$ cat src/rtl/sw_pkg.sv
// Shared encodings for the switch-array controller: system modes,
// DAC sequencer states, pulse generator phases and the output FSM states.
package sw_pkg;

  // system_state encodings (0/5/6/7 all mean HOLD)
  localparam logic [2:0] SYS_HOLD   = 3'd0;
  localparam logic [2:0] SYS_SET    = 3'd1;
  localparam logic [2:0] SYS_TRAIN  = 3'd2;
  localparam logic [2:0] SYS_CLEAR0 = 3'd3;
  localparam logic [2:0] SYS_CLEAR1 = 3'd4;

  // dac_top_state encodings (11..15 unused, treated as "open all")
  localparam logic [3:0] DAC_IDLE     = 4'd0;
  localparam logic [3:0] DAC_V1_2     = 4'd1;
  localparam logic [3:0] DAC_CNT_1_2  = 4'd2;
  localparam logic [3:0] DAC_V2_2     = 4'd3;
  localparam logic [3:0] DAC_CNT_2_2  = 4'd4;
  localparam logic [3:0] DAC_V_READ   = 4'd5;
  localparam logic [3:0] DAC_COMPLETE = 4'd6;
  localparam logic [3:0] DAC_V1_1     = 4'd7;
  localparam logic [3:0] DAC_V2_1     = 4'd8;
  localparam logic [3:0] DAC_CNT_1_1  = 4'd9;
  localparam logic [3:0] DAC_CNT_2_1  = 4'd10;

  // pulse generator phases
  localparam logic [1:0] PULSE_IDLE = 2'd0;
  localparam logic [1:0] PULSE_ACT1 = 2'd1;
  localparam logic [1:0] PULSE_ACT2 = 2'd2;
  localparam logic [1:0] PULSE_END  = 2'd3;

  // break-before-make output FSM
  typedef enum logic {
    FSM_IDLE   = 1'b0,
    FSM_SETTLE = 1'b1
  } sw_fsm_e;

  // Both CLEAR encodings behave identically
  function automatic logic is_clear(input logic [2:0] sys);
    return (sys == SYS_CLEAR0) || (sys == SYS_CLEAR1);
  endfunction

endpackage

$ cat src/rtl/sw_target_dec.sv
// Combinational decode of the next switch target vector from the system
// mode, DAC sequencer state and pulse phases. tgt_cur is the registered
// target, returned unchanged wherever the decode says "hold".
module sw_target_dec
  import sw_pkg::*;
#(
  parameter int N_CH = 16
) (
  input  logic              key_state,
  input  logic [2:0]        system_state,
  input  logic [3:0]        dac_top_state,
  input  logic [1:0]        pulse1_state,
  input  logic [1:0]        pulse2_state,
  input  logic [N_CH-1:0]   mask1,
  input  logic [N_CH-1:0]   mask2,
  input  logic [N_CH-1:0]   tgt_cur,
  output logic [N_CH-1:0]   tgt_next
);

  // Priority: key off, then system mode, then TRAIN sub-decode
  always_comb begin
    tgt_next = tgt_cur;
    if (!key_state) begin
      tgt_next = '0;
    end else if (system_state == SYS_SET) begin
      tgt_next = '1;
    end else if (is_clear(system_state)) begin
      tgt_next = '0;
    end else if (system_state == SYS_TRAIN) begin
      case (dac_top_state)
        DAC_V1_1: begin
          case (pulse1_state)
            PULSE_ACT1, PULSE_ACT2: tgt_next = mask1;
            PULSE_END:              tgt_next = '0;
            default:                tgt_next = tgt_cur;
          endcase
        end
        DAC_V1_2: begin
          case (pulse2_state)
            PULSE_ACT1, PULSE_ACT2: tgt_next = mask2;
            PULSE_END:              tgt_next = '0;
            default:                tgt_next = tgt_cur;
          endcase
        end
        DAC_CNT_1_2, DAC_V2_2, DAC_CNT_2_2,
        DAC_V2_1, DAC_CNT_1_1, DAC_CNT_2_1: tgt_next = tgt_cur;
        // IDLE, V_READ, COMPLETE and unused codes open every switch
        default: tgt_next = '0;
      endcase
    end
  end

endmodule

$ cat src/rtl/sw_array_ctrl.sv
// Switch-array controller: registers a target switch vector from the
// sequencer state and drives sw_out. With SW_DEADTIME_EN defined, new
// closures are held back by a break-before-make dead time while openings
// take effect immediately. Without it, sw_out simply follows the target.
module sw_array_ctrl
  import sw_pkg::*;
#(
  parameter int N_CH     = 16,
  parameter int DEAD_CYC = 4
) (
  input  logic              clk,
  input  logic              rst_n,
  input  logic [2:0]        system_state,
  input  logic              key_state,
  input  logic [3:0]        dac_top_state,
  input  logic [1:0]        pulse1_state,
  input  logic [1:0]        pulse2_state,
  input  logic              cfg_valid,
  output logic              cfg_ready,
  input  logic [N_CH-1:0]   cfg_mask1,
  input  logic [N_CH-1:0]   cfg_mask2,
  output logic [N_CH-1:0]   sw_out,
  output logic              busy
);

  if (N_CH < 1) begin : g_bad_n_ch
    $error("sw_array_ctrl: N_CH must be >= 1");
  end
  if (DEAD_CYC < 1) begin : g_bad_dead_cyc
    $error("sw_array_ctrl: DEAD_CYC must be >= 1");
  end

  logic [N_CH-1:0] mask1_q, mask1_d;
  logic [N_CH-1:0] mask2_q, mask2_d;
  logic [N_CH-1:0] tgt_q, tgt_d;
  logic [N_CH-1:0] sw_q, sw_d;

  // Masks may only change outside TRAIN and while no closure is pending
  assign cfg_ready = (system_state != SYS_TRAIN) && !busy;
  assign sw_out    = sw_q;

  // Mask load on a completed handshake; unaccepted requests are dropped
  always_comb begin
    mask1_d = mask1_q;
    mask2_d = mask2_q;
    if (cfg_valid && cfg_ready) begin
      mask1_d = cfg_mask1;
      mask2_d = cfg_mask2;
    end
  end

  sw_target_dec #(
    .N_CH(N_CH)
  ) u_target_dec (
    .key_state    (key_state),
    .system_state (system_state),
    .dac_top_state(dac_top_state),
    .pulse1_state (pulse1_state),
    .pulse2_state (pulse2_state),
    .mask1        (mask1_q),
    .mask2        (mask2_q),
    .tgt_cur      (tgt_q),
    .tgt_next     (tgt_d)
  );

  // Mask, target and switch registers
  always_ff @(posedge clk or negedge rst_n) begin
    if (!rst_n) begin
      mask1_q <= '1;
      mask2_q <= '1;
      tgt_q   <= '0;
      sw_q    <= '0;
    end else begin
      mask1_q <= mask1_d;
      mask2_q <= mask2_d;
      tgt_q   <= tgt_d;
      sw_q    <= sw_d;
    end
  end

`ifdef SW_DEADTIME_EN

  localparam int CNT_W = $clog2(DEAD_CYC + 1);
  localparam logic [CNT_W-1:0] CNT_RELOAD = CNT_W'(DEAD_CYC - 1);
  localparam logic [CNT_W-1:0] CNT_ONE    = CNT_W'(1);

  sw_fsm_e         state_q, state_d;
  logic [N_CH-1:0] pend_q, pend_d;
  logic [CNT_W-1:0] cnt_q, cnt_d;
  logic            busy_q, busy_d;

  assign busy = busy_q;

  // Break-before-make: open immediately, close only after the dead time
  // with the target unchanged; a target change mid-wait restarts the wait
  always_comb begin
    state_d = state_q;
    sw_d    = sw_q;
    pend_d  = pend_q;
    cnt_d   = cnt_q;
    if (!key_state) begin
      sw_d    = '0;
      state_d = FSM_IDLE;
    end else begin
      case (state_q)
        FSM_IDLE: begin
          if (tgt_q != sw_q) begin
            if ((tgt_q & ~sw_q) == '0) begin
              sw_d = tgt_q;
            end else begin
              sw_d    = sw_q & tgt_q;
              pend_d  = tgt_q;
              cnt_d   = CNT_RELOAD;
              state_d = FSM_SETTLE;
            end
          end
        end
        FSM_SETTLE: begin
          if (tgt_q != pend_q) begin
            sw_d   = sw_q & tgt_q;
            pend_d = tgt_q;
            cnt_d  = CNT_RELOAD;
          end else if (cnt_q == '0) begin
            sw_d    = pend_q;
            state_d = FSM_IDLE;
          end else begin
            cnt_d = cnt_q - CNT_ONE;
          end
        end
        default: state_d = FSM_IDLE;
      endcase
    end
    busy_d = (state_d == FSM_SETTLE);
  end

  // FSM state, pending target, dead-time counter and busy flag
  always_ff @(posedge clk or negedge rst_n) begin
    if (!rst_n) begin
      state_q <= FSM_IDLE;
      pend_q  <= '0;
      cnt_q   <= '0;
      busy_q  <= 1'b0;
    end else begin
      state_q <= state_d;
      pend_q  <= pend_d;
      cnt_q   <= cnt_d;
      busy_q  <= busy_d;
    end
  end

`else

  assign busy = 1'b0;

  // No dead time: the switches follow the registered target directly
  always_comb begin
    sw_d = tgt_q;
  end

`endif

endmodule

$ cat config.mk
export PLATFORM = sky130hd
export DESIGN_NAME = sw_array_ctrl
export DESIGN_NICKNAME = d
export VERILOG_FILES = /design/src/rtl/sw_pkg.sv /design/src/rtl/sw_target_dec.sv /design/src/rtl/sw_array_ctrl.sv
export SDC_FILE = /design/constraint.sdc
export NUM_CORES = 1
export LEC_CHECK = 0
export ABC_AREA = 1
export BUFFER_PORTS_ARGS = -buffer_cell sky130_fd_sc_hd__clkbuf_2
export CORE_AREA = 3 3 111 113
export CTS_CLUSTER_SIZE = 14
export DETAILED_ROUTE_END_ITERATION = 10
export DIE_AREA = 0 0 114 116
export REMOVE_ABC_BUFFERS = 1
export SYNTH_ARGS = -nofsm -noshare
export SYNTH_HDL_FRONTEND = slang
export SYNTH_SLANG_ARGS = --single-unit
$ cat constraint.sdc
create_clock -name clk -period 2.25 [get_ports clk]
set_input_delay 0.45 -clock clk [delete_from_list [all_inputs] [get_ports clk]]
set_output_delay 0.45 -clock clk [all_outputs]
set_load 0.01 [all_outputs]
==> run metrics, run 1 <==
Largest delay share family, worst path buffers and inverters; Buf/Inv on CP 3; RSZ-0062 raised after global routing no; IO Port Bufs 63; Crit. End Element output pin; Final nets 487; initial drt markers 149; drt first pass iters 4; Startpoint Class primary input; Final min period 1.687 ns; cells after synthesis 377; die height 116 um; largest stage delay on the critical path 0.39 ns; number of global-route vias before repair 2,524; Routability Congestion 0.7851; area of the core 11,420 sq um; Synthesis Warnings 0; Post-Syn Area 3047 sq um; clock latency on the worst-skew pair 0.32 ns; layout cells sized above 1 0.2928; clock skew 0.006246 ns; Clk pin slew, worst setup/hold paths 0.05 ns; Seq cells post-synth 64; htree depth 3; n_diodes 0; status finished, final reports clean; syn_area_per_cell 8.081 sq um; Hold/Removal Path Class in2async; R2R Setup Slk 0.99 ns; I/O Pins 65; Layout area overhead 24.60%; Hold Buf Count CTS 0; post-CTS resize count 0; Root Buffer clkbuf_16; sequential area share after synthesis 0.5388; first-pass GRT wire length 12,090 um; Synth cell types 27; Slew Viols, Final 0; Slew headroom 0.5879; Power Density 769.9 nW/um^2; post-CTS setup buffers 0; final hold slack 0.1343 ns; TritonCTS clock tree yes; post-DR vias/cell 4.298; WL/cell 12.29 um; Initial Util 0.2668; max frequency 0.5927 GHz; fin crit share 0.7499; DRC 0; Detail Placement HPWL 5269 um; final antenna-violating net count 0; Setup Viol. Count Final 0; clock buffer count from CTS 9; initial antenna violation count 0; pin count of the biggest net entering global routing 65; row count 39; GRT overflow 0; worst slew pin tran 0.6175 ns; Critical Path RT 1.80 ns; most used cell along the critical path clkbuf_2; Cell Area, Placed 3528 sq um; full die area 13,220 sq um; die width 114 um; WS Path Type in2out; arrival time worst endpoint 1.24 ns; final WL 7215 um; Tot Pwr 2.923 mW; Fin. Hold Viols 0; Max stage delay cell, worst path nor3_1; gr usage total 0.1155; Static Leak 1.991 nW; via count 2,523; crit path max fanout 3; post-route cell area 3796 sq um; CTS max path bufs 2; IR drop worst, VDD 0.0003505 V; CTS Sinks 64; cell chain of the critical path clkbuf_2, nor3_1, inv_1, clkbuf_2; Max-cap violations 0
final timing paths:
kind                               endpoint             from  depth (start not counted)
worst max-delay path              cfg_ready  system_state[2]                          4
worst min-delay path             sw_out[13]            rst_n                          2
worst max register to register     sw_d[13]      mask1_q[13]                          8
worst min register to register    sw_out[6]          sw_d[6]                          0
max in group asynchronous       mask1_q[15]            rst_n                          2
min in group clk                 mask2_q[0]     cfg_mask2[0]                          3
final cells by class:
type,instances,area [sq um]
clock inverters,3,17.52
multi-input cells,251,1142
inverters,40,150.1
flip-flops and latches,64,1642
repair buffers,73,415.4
well taps,143,178.9
clock buffers,13,250.2
fillers,1217,7622
Yosys cell counts:
cell type	count	area [sq um]
buf_6	1	11.26
nand3_4	1	17.52
clkinv_1	2	7.510
nand2_1	89	334.1
o21ai_2	1	8.760
nand3b_1	1	7.510
buf_2	14	70.07
nand2_4	1	11.26
clkbuf_1	5	18.77
conb_1	1	3.750
buf_4	2	15.01
nor3_1	2	10.01
ha_1	1	12.51
nand3_1	35	175.2
nor2_2	1	6.260
dfrtp_1	32	800.8
mux2_2	1	11.26
nor2_1	49	183.9
nand2_2	1	6.260
o21ai_1	1	5.000
nor2_4	2	22.52
a21oi_1	62	310.3
inv_1	35	131.4
inv_2	3	11.26
dfstp_2	32	840.8
or2_0	1	6.260
a21boi_0	1	7.510
flip-flops by register name, indices dropped and copies added (netlist names):
register,flops
mask1_q,16
mask2_q,16
sw_out,16
sw_d,16
cells by family after synthesis:
family,Yosys count,share of synthesized area
adder cells (fa/ha/maj),1,0.004106
AND/OR/NAND/NOR,183,0.2563
buffers and inverters,62,0.08707
AO/OA/AOI/OAI,65,0.1088
flip-flops,64,0.5388
multiplexers,1,0.003696
other,1,0.001231
through the flow:
step | cells | utilization | setup WS, ns | setup TNS, ns
2_1_floorplan | 355 | - | -0.04497 | -0.04497
3_3_place_gp | 571 | 0.3090 | 0.4521 | 0
3_5_place_dp | 571 | 0.3090 | 0.4391 | 0
4_1_cts | 587 | 0.3325 | 0.5778 | 0
5_1_grt | 587 | 0.3325 | 0.5058 | 0
6_report | 587 | 0.3325 | 0.5628 | 0
power breakdown:
group	total [mW]	switching, mW	internal (mW)	leakage, nW
registers	1.32	0.0266	1.29	0.774
clock network	1.23	0.456	0.771	0.130
logic	0.380	0.244	0.136	1.09
metal layers:
layer  vias to the layer above  global-route usage  share of wire
li1                       1306                   -              -
met1                      1120              0.1540           0.45
met2                        74              0.1717           0.45
met3                        23             0.02507          0.056
met4                         0             0.06968          0.042
met5                         -                   0              0
cell usage in the layout (no fill, tap or decap), types with 2 or more instances in the layout:
| cell type | n |
|---|---|
| clkbuf_2 | 63 |
| dfrtp_1 | 32 |
| nor3_1 | 2 |
| nor2_1 | 49 |
| inv_1 | 35 |
| inv_2 | 3 |
| clkbuf_16 | 9 |
| a21oi_1 | 62 |
| nor2_4 | 2 |
| nand2_1 | 88 |
| dfstp_2 | 32 |
| nand3_1 | 35 |
| buf_4 | 8 |
| clkbuf_1 | 3 |
| buf_12 | 2 |
| clkinv_1 | 2 |
| nand2_2 | 2 |
| clkinv_2 | 2 |
Power figures use the tool's default switching activity.
==> inputs of run 2 (changes only) <==
- clock period: 2.25 -> 1.57 ns (I/O delays scaled with it)
==> run metrics, run 2 (synthesis results as in run 1) <==
DRC 0 (unchanged); CP startpoint system_state[2]; Initial Util 0.2668 (unchanged); final antenna-violating net count 0 (unchanged); Startpoint Class primary input; WL/cell 12.58 um (+2.4%); crit path max fanout 3 (unchanged); hold path depth 3; clock buffer count from CTS 9 (unchanged); Largest delay share family, worst path buffers and inverters; n_diodes 0 (unchanged); GRT overflow 0 (unchanged); R2R Setup Slk 0.36 ns (-0.63 ns); Fin. Hold Viols 0 (unchanged); gr usage total 0.1179 (+0.002410); pin count of the biggest net entering global routing 52 (-20%); area of the core 11,420 sq um (unchanged); max frequency 0.7741 GHz; worst-case reg-to-reg path depth 7 (-1); Crit. End Element output pin; TNS Setup 0 ns (unchanged); arrival time worst endpoint 0.98 ns (-0.26 ns); die width 114 um (unchanged); layout cells sized above 1 0.3000 (+0.007207); row count 39 (unchanged); IR drop worst, VDD 0.0005251 V (+50%); commonest non-fill, non-tap cell in the layout nand2_1; full die area 13,220 sq um (unchanged); Setup Viol. Count Final 0 (unchanged); Critical Path RT 1.26 ns (-0.54 ns); initial antenna violation count 0 (unchanged); TritonCTS clock tree yes; post-route cell area 3887 sq um (+2.4%); Routability Congestion 0.8056 (+2.6%); final WL 7461 um (+3.4%); most used cell along the critical path clkbuf_2; Max-cap violations 0 (unchanged); htree depth 3 (unchanged); Max stage delay cell, worst path nor3_1; CTS Sinks 64 (unchanged); Final min period 1.292 ns; number of global-route vias before repair 2,503 (-0.83%); Layout Utilization 0.3405 (+0.007999); Slew Viols, Final 0 (unchanged); post-CTS setup buffers 0 (unchanged); hold path start cfg_mask2[0]; IO Port Bufs 63 (unchanged); Detail Placement HPWL 5480 um (+4.0%); via count 2,568 (+1.8%); Static Leak 2.041 nW (+2.5%); I/O Pins 65 (unchanged); FF-to-FF End sw_d[15]; WS Path Type in2out; Hold Path End mask2_q[0]; Buf/Inv on CP 4 (+1); largest stage delay on the critical path 0.21 ns (-0.18 ns); Cell Area, Placed 3603 sq um (+2.1%); Clk pin slew, worst setup/hold paths 0.05 ns (about the same); die height 116 um (unchanged); clock latency on the worst-skew pair 0.33 ns (about the same); Root Buffer clkbuf_16; drt first pass iters 4 (unchanged); Final nets 493 (+1.2%); status finished, final reports clean; post-CTS resize count 0 (unchanged); cell chain of the critical path clkbuf_2, nor3_1, buf_4, inv_1, clkbuf_2; Layout area overhead 27.60%; Hold/Removal Path Class in2reg; CTS max path bufs 2 (unchanged); reg2reg start mask2_q[15]; first-pass GRT wire length 12,200 um (+0.92%); initial drt markers 166 (+11%); clock skew 0.002354 ns (-0.003893 ns); post-DR vias/cell 4.331 (+0.75%); Power Density 1097 nW/um^2 (+42%); fin crit share 0.8229; most frequent cells in the layout nand2_1 (88), clkbuf_2 (63), a21oi_1 (62), nor2_1 (49); RSZ-0062 raised after global routing no
run 2: cell count changes in the layout (fill, tap and decap cells not counted), sizes merged:
cell / before / now
clkbuf: 76 / 74
dlygate4sd3: 0 / 1
clkinvlp: 1 / 0
clkinv: 4 / 7
buf: 10 / 15
run 2: worst max-delay path by stage:
stage	endpoint	slack (ns)	cells after the start
floorplan	mask2_q[15]	-0.59	4
global placement	mask1_q[11]	0.02	8
detailed placement	mask1_q[12]	0.009	8
CTS	cfg_ready	0.26	5
global route	sw_d[3]	0.20	8
finish	cfg_ready	0.28	5
run 2: area by class of cell:
class | instances | area, sq um
multi-input cells | 251 | 1142
repair buffers | 79 | 500.5
well taps | 143 | 178.9
clock inverters | 5 | 21.27
inverters | 40 | 150.1
clock buffers | 11 | 252.7
fillers | 1206 | 7531
flip-flops and latches | 64 | 1642
run 2: tightest hold or removal path, delay by kind of cell:
family	cells	cell delay [ns]
compound gates	1	0.05
buf+inv	1	0.08
simple gates	1	0.09
run 2: metrics by stage:
step / power [mW] / instances / hold slack, ns / setup WS, ns
6_report: 4.263 / 593 / 0.2025 / 0.2781
5_1_grt: 4.496 / 593 / 0.1941 / 0.2020
4_1_cts: 4.324 / 593 / 0.1877 / 0.2595
3_5_place_dp: 2.485 / 576 / 0.2372 / 0.009285
3_3_place_gp: 2.469 / 576 / 0.2362 / 0.02182
2_1_floorplan: 2.211 / 355 / 0.01841 / -0.5890
run 2: per-layer routing:
metal | global-route usage | vias to the layer above | wire, um
met2 | 0.1749 | 60 | 3342
met1 | 0.1475 | 1170 | 3399
li1 | - | 1323 | -
met3 | 0.05170 | 15 | 519
met4 | 0.05622 | 0 | 199
met5 | 0 | - | 0
run 2: what timing repair did:
action / in CTS / in global routing
hold endpoints to repair: 13 / 0
hold buffers: 1 / 0
setup endpoints to repair: 0 / 0
run 2: power breakdown:
| part | total (mW) | switching [mW] | internal (mW) |
|---|---|---|---|
| registers | 1.89 | 0.0405 | 1.85 |
| logic | 0.566 | 0.355 | 0.211 |
| clock network | 1.81 | 0.678 | 1.13 |
==> inputs of run 3 (changes only) <==
- ABC_AREA: 1 -> 0
- CORE_AREA: 3 3 111 113 -> 3 3 108 110
- DIE_AREA: 0 0 114 116 -> 0 0 111 113
- clock period: 1.57 -> 1.3 ns (I/O delays scaled with it)
==> run metrics, run 3 <==
setup ws final -0.007303 ns (-0.2854 ns); Buf/Inv on CP 2 (-2); Seq pwr share 0.529 (+0.086); Max stage delay cell, worst path or3b_4; layout cells sized above 1 0.5380 (+0.2380); Fin. Hold Viols 0 (unchanged); asr flop ratio synth 1.000 (unchanged); I/O Pins 65 (unchanged); failing checks negative setup slack; Switching Fraction 0.2338 (-0.01822); Layout Utilization 0.3455 (+0.005011); Post-synth EDFFs 0 (unchanged); Detail Placement HPWL 4455 um (-19%); initial drt markers 105 (-37%); clock network power share 0.330 (-0.094); internal power 3.384 mW (+6.1%); cells after synthesis 231 (-39%); Slew Viols, Final 0 (unchanged); Sw Pwr 1.032 mW (-3.9%); RSZ-0062 raised after global routing yes; adder-cell share of the synthesized area 0.004344 (+0.0002373); area of the core 10,790 sq um (-5.5%); worst-case reg-to-reg path depth 4 (-3); gr usage total 0.09979 (-0.01813); Synth Flop Type dfstp_2; sequential area share after synthesis 0.5699 (+0.03113); Routability Congestion 0.7467 (-7.3%); Layout area overhead 29.45%; DRC 0 (unchanged); TritonCTS clock tree yes; IR drop worst, VDD 0.0004375 V (-17%); Post-Synth XOR/XNOR Area 0.003041 (+0.003041); Area contributors post-synth dfstp_2 (29%), dfrtp_1 (28%), mux2_2 (13%), mux2i_1 (5.9%), nand4b_1 (4.9%); die height 113 um (-2.6%); Clk pin slew, worst setup/hold paths 0.06 ns (about the same); largest stage delay on the critical path 0.39 ns (+0.18 ns); Root Buffer clkbuf_8; Static Leak 1.625 nW (-20%); final std cells w/o fill 456 (-23%); commonest non-fill, non-tap cell in the layout clkbuf_2; main combinational cell family by area after synthesis multiplexers; n_diodes 0 (unchanged); Post-Syn Area 2880 sq um (-5.5%); post-CTS setup buffers 0 (unchanged); Final nets 359 (-27%); Crit. End Element flip-flop; syn_area_per_cell 12.47 sq um (+54%); htree depth 3 (unchanged); Stages on worst setup path 7 (+2); post-synth top area share 0.2919 (+0.01594); compound-cell area share of the yosys netlist 0.07298 (-0.03585); crit path max fanout 8 (+5); CTS max path bufs 2 (unchanged); Seq cells post-synth 64 (unchanged); Initial Util 0.2669 (about the same); mux cell area share after synthesis 0.1842 (+0.1805); TNS Setup -0.02997 ns (-0.02997 ns); die width 111 um (-2.6%); Final min period 1.307 ns; Synthesis Warnings 0 (unchanged); WL/cell 13.91 um (+11%); CTS Sinks 64 (unchanged); Yosys top cell by area dfstp_2; Synth cell types 29 (+7.4%); simple-gate area share of the yosys netlist 0.1082 (-0.1481); Hold/Removal Path Class in2reg; status finished with violations; fin crit share 1.006; clock latency on the worst-skew pair 0.32 ns (about the same); initial antenna violation count 0 (unchanged); pin count of the biggest net entering global routing 65 (+25%); Max-cap violations 0 (unchanged); final antenna-violating net count 0 (unchanged); cell chain of the critical path buf_6, or3b_4, a21oi_2, o21ai_1, o2111a_2, clkbuf_16, mux2i_1; full die area 12,540 sq um (-5.1%); most frequent cells in the layout clkbuf_2 (58), mux2_2 (32), dfstp_2 (32), dfrtp_1 (32); GRT overflow 0 (unchanged); row count 38 (-2.6%); Critical Path RT 1.50 ns (+0.24 ns); Power Density 1184 nW/um^2 (+8.0%); IO Port Bufs 63 (unchanged); Largest delay share family, worst path compound AO/OA/AOI/OAI gates; hold path depth 2 (-1); first-pass GRT wire length 9908 um (-19%); Setup Viol. Count Final 6 (+6); post-DR vias/cell 4.397 (+1.5%); clock skew 0.006800 ns (+0.004447 ns); arrival time worst endpoint 1.51 ns (+0.53 ns); via count 2,005 (-22%); drt first pass iters 7 (+3); number of cells after detailed placement 438 (-24%); commonest cells in the netlist dfrtp_1 (32), dfstp_2 (32), mux2_2 (32), inv_1 (17), mux2i_1 (17); WS Path Type in2reg; clock buffer count from CTS 9 (unchanged); Comb power frac 0.140 (+0.007); max frequency 0.7649 GHz; number of global-route vias before repair 2,035 (-19%); final WL 6345 um (-15%); Startpoint Class primary input
run 3: cell count changes in the layout (fill, tap and decap cells not counted), moves of 5 or more:
cell,before,now
a21oi_1,62,15
buf_4,10,17
clkbuf_16,9,1
clkbuf_2,63,58
clkbuf_8,2,11
clkinv_1,5,0
inv_1,35,17
mux2_2,1,32
mux2i_1,0,17
nand2_1,88,4
nand3_1,35,16
nand4b_1,0,16
nor2_1,49,4
o21ai_0,0,16
run 3: layout make-up:
class                           instances  area [sq um]
Timing Repair Buffer                   85         571.8
Fill cell                            1077          7064
Multi-Input combinational cell        134          1105
Tap cell                              140         175.2
Inverter                               17         63.81
Clock buffer                           15         166.4
Clock inverter                          1         5.005
Sequential cell                        64          1642
run 3: power by group through the flow:
stage          Combinational, mW  Sequential [mW]  Clock (mW)
2_1_floorplan              0.296             2.36           0
3_3_place_gp               0.588             2.37           0
3_5_place_dp               0.599             2.37           0
4_1_cts                    0.603             2.34        1.52
5_1_grt                    0.683             2.36        1.59
6_report                   0.620             2.34        1.46
run 3: what timing repair did:
item	CTS	global route
pin swaps	1	4
hold endpoints to repair	32	0
setup endpoints to repair	1	13
gates resized for setup	0	17
hold buffers	1	0
cloned	0	1
run 3: worst paths after layout:
path	from	to	slack, ns
min in group asynchronous	rst_n	sw_out[4]	0.48
min	cfg_mask2[5]	mask2_q[5]	0.17
min reg2reg	sw_d[12]	sw_out[12]	0.37
max in group asynchronous	rst_n	mask1_q[14]	0.51
max	system_state[2]	sw_d[9]	-0.007
max reg2reg	mask1_q[10]	sw_d[10]	0.18
run 3: logic make-up (layout without fill, tap and decap cells):
logic type	Yosys count	after routing
buffers and inverters	33	118
other	1	1
AOI/OAI and AO/OA	37	37
xor gates and xnor gates	1	1
adders and majority gates	1	1
muxes	49	49
DFF	64	64
and+or+nand+nor	45	45
run 3: per-layer routing:
metal	up-vias	share of wire	global-route usage
met5	-	0	0
met4	0	0.0090	0.04516
met1	962	0.45	0.1303
li1	975	-	-
met3	4	0.039	0.02353
met2	64	0.50	0.1582
run 3: per-stage QoR:
| stage | hold WS [ns] | instance area, sq um | power, mW | worst slack [ns] |
|---|---|---|---|---|
| global placement | 0.2926 | 3473 | 2.954 | -0.3097 |
| detailed placement | 0.3000 | 3473 | 2.971 | -0.3434 |
| global route | 0.1580 | 3729 | 4.629 | -0.03031 |
| CTS | 0.1500 | 3655 | 4.460 | 0.01911 |
| finish | 0.1670 | 3729 | 4.416 | -0.007303 |
| floorplan | -0.03559 | 2783 | 2.655 | -0.9323 |
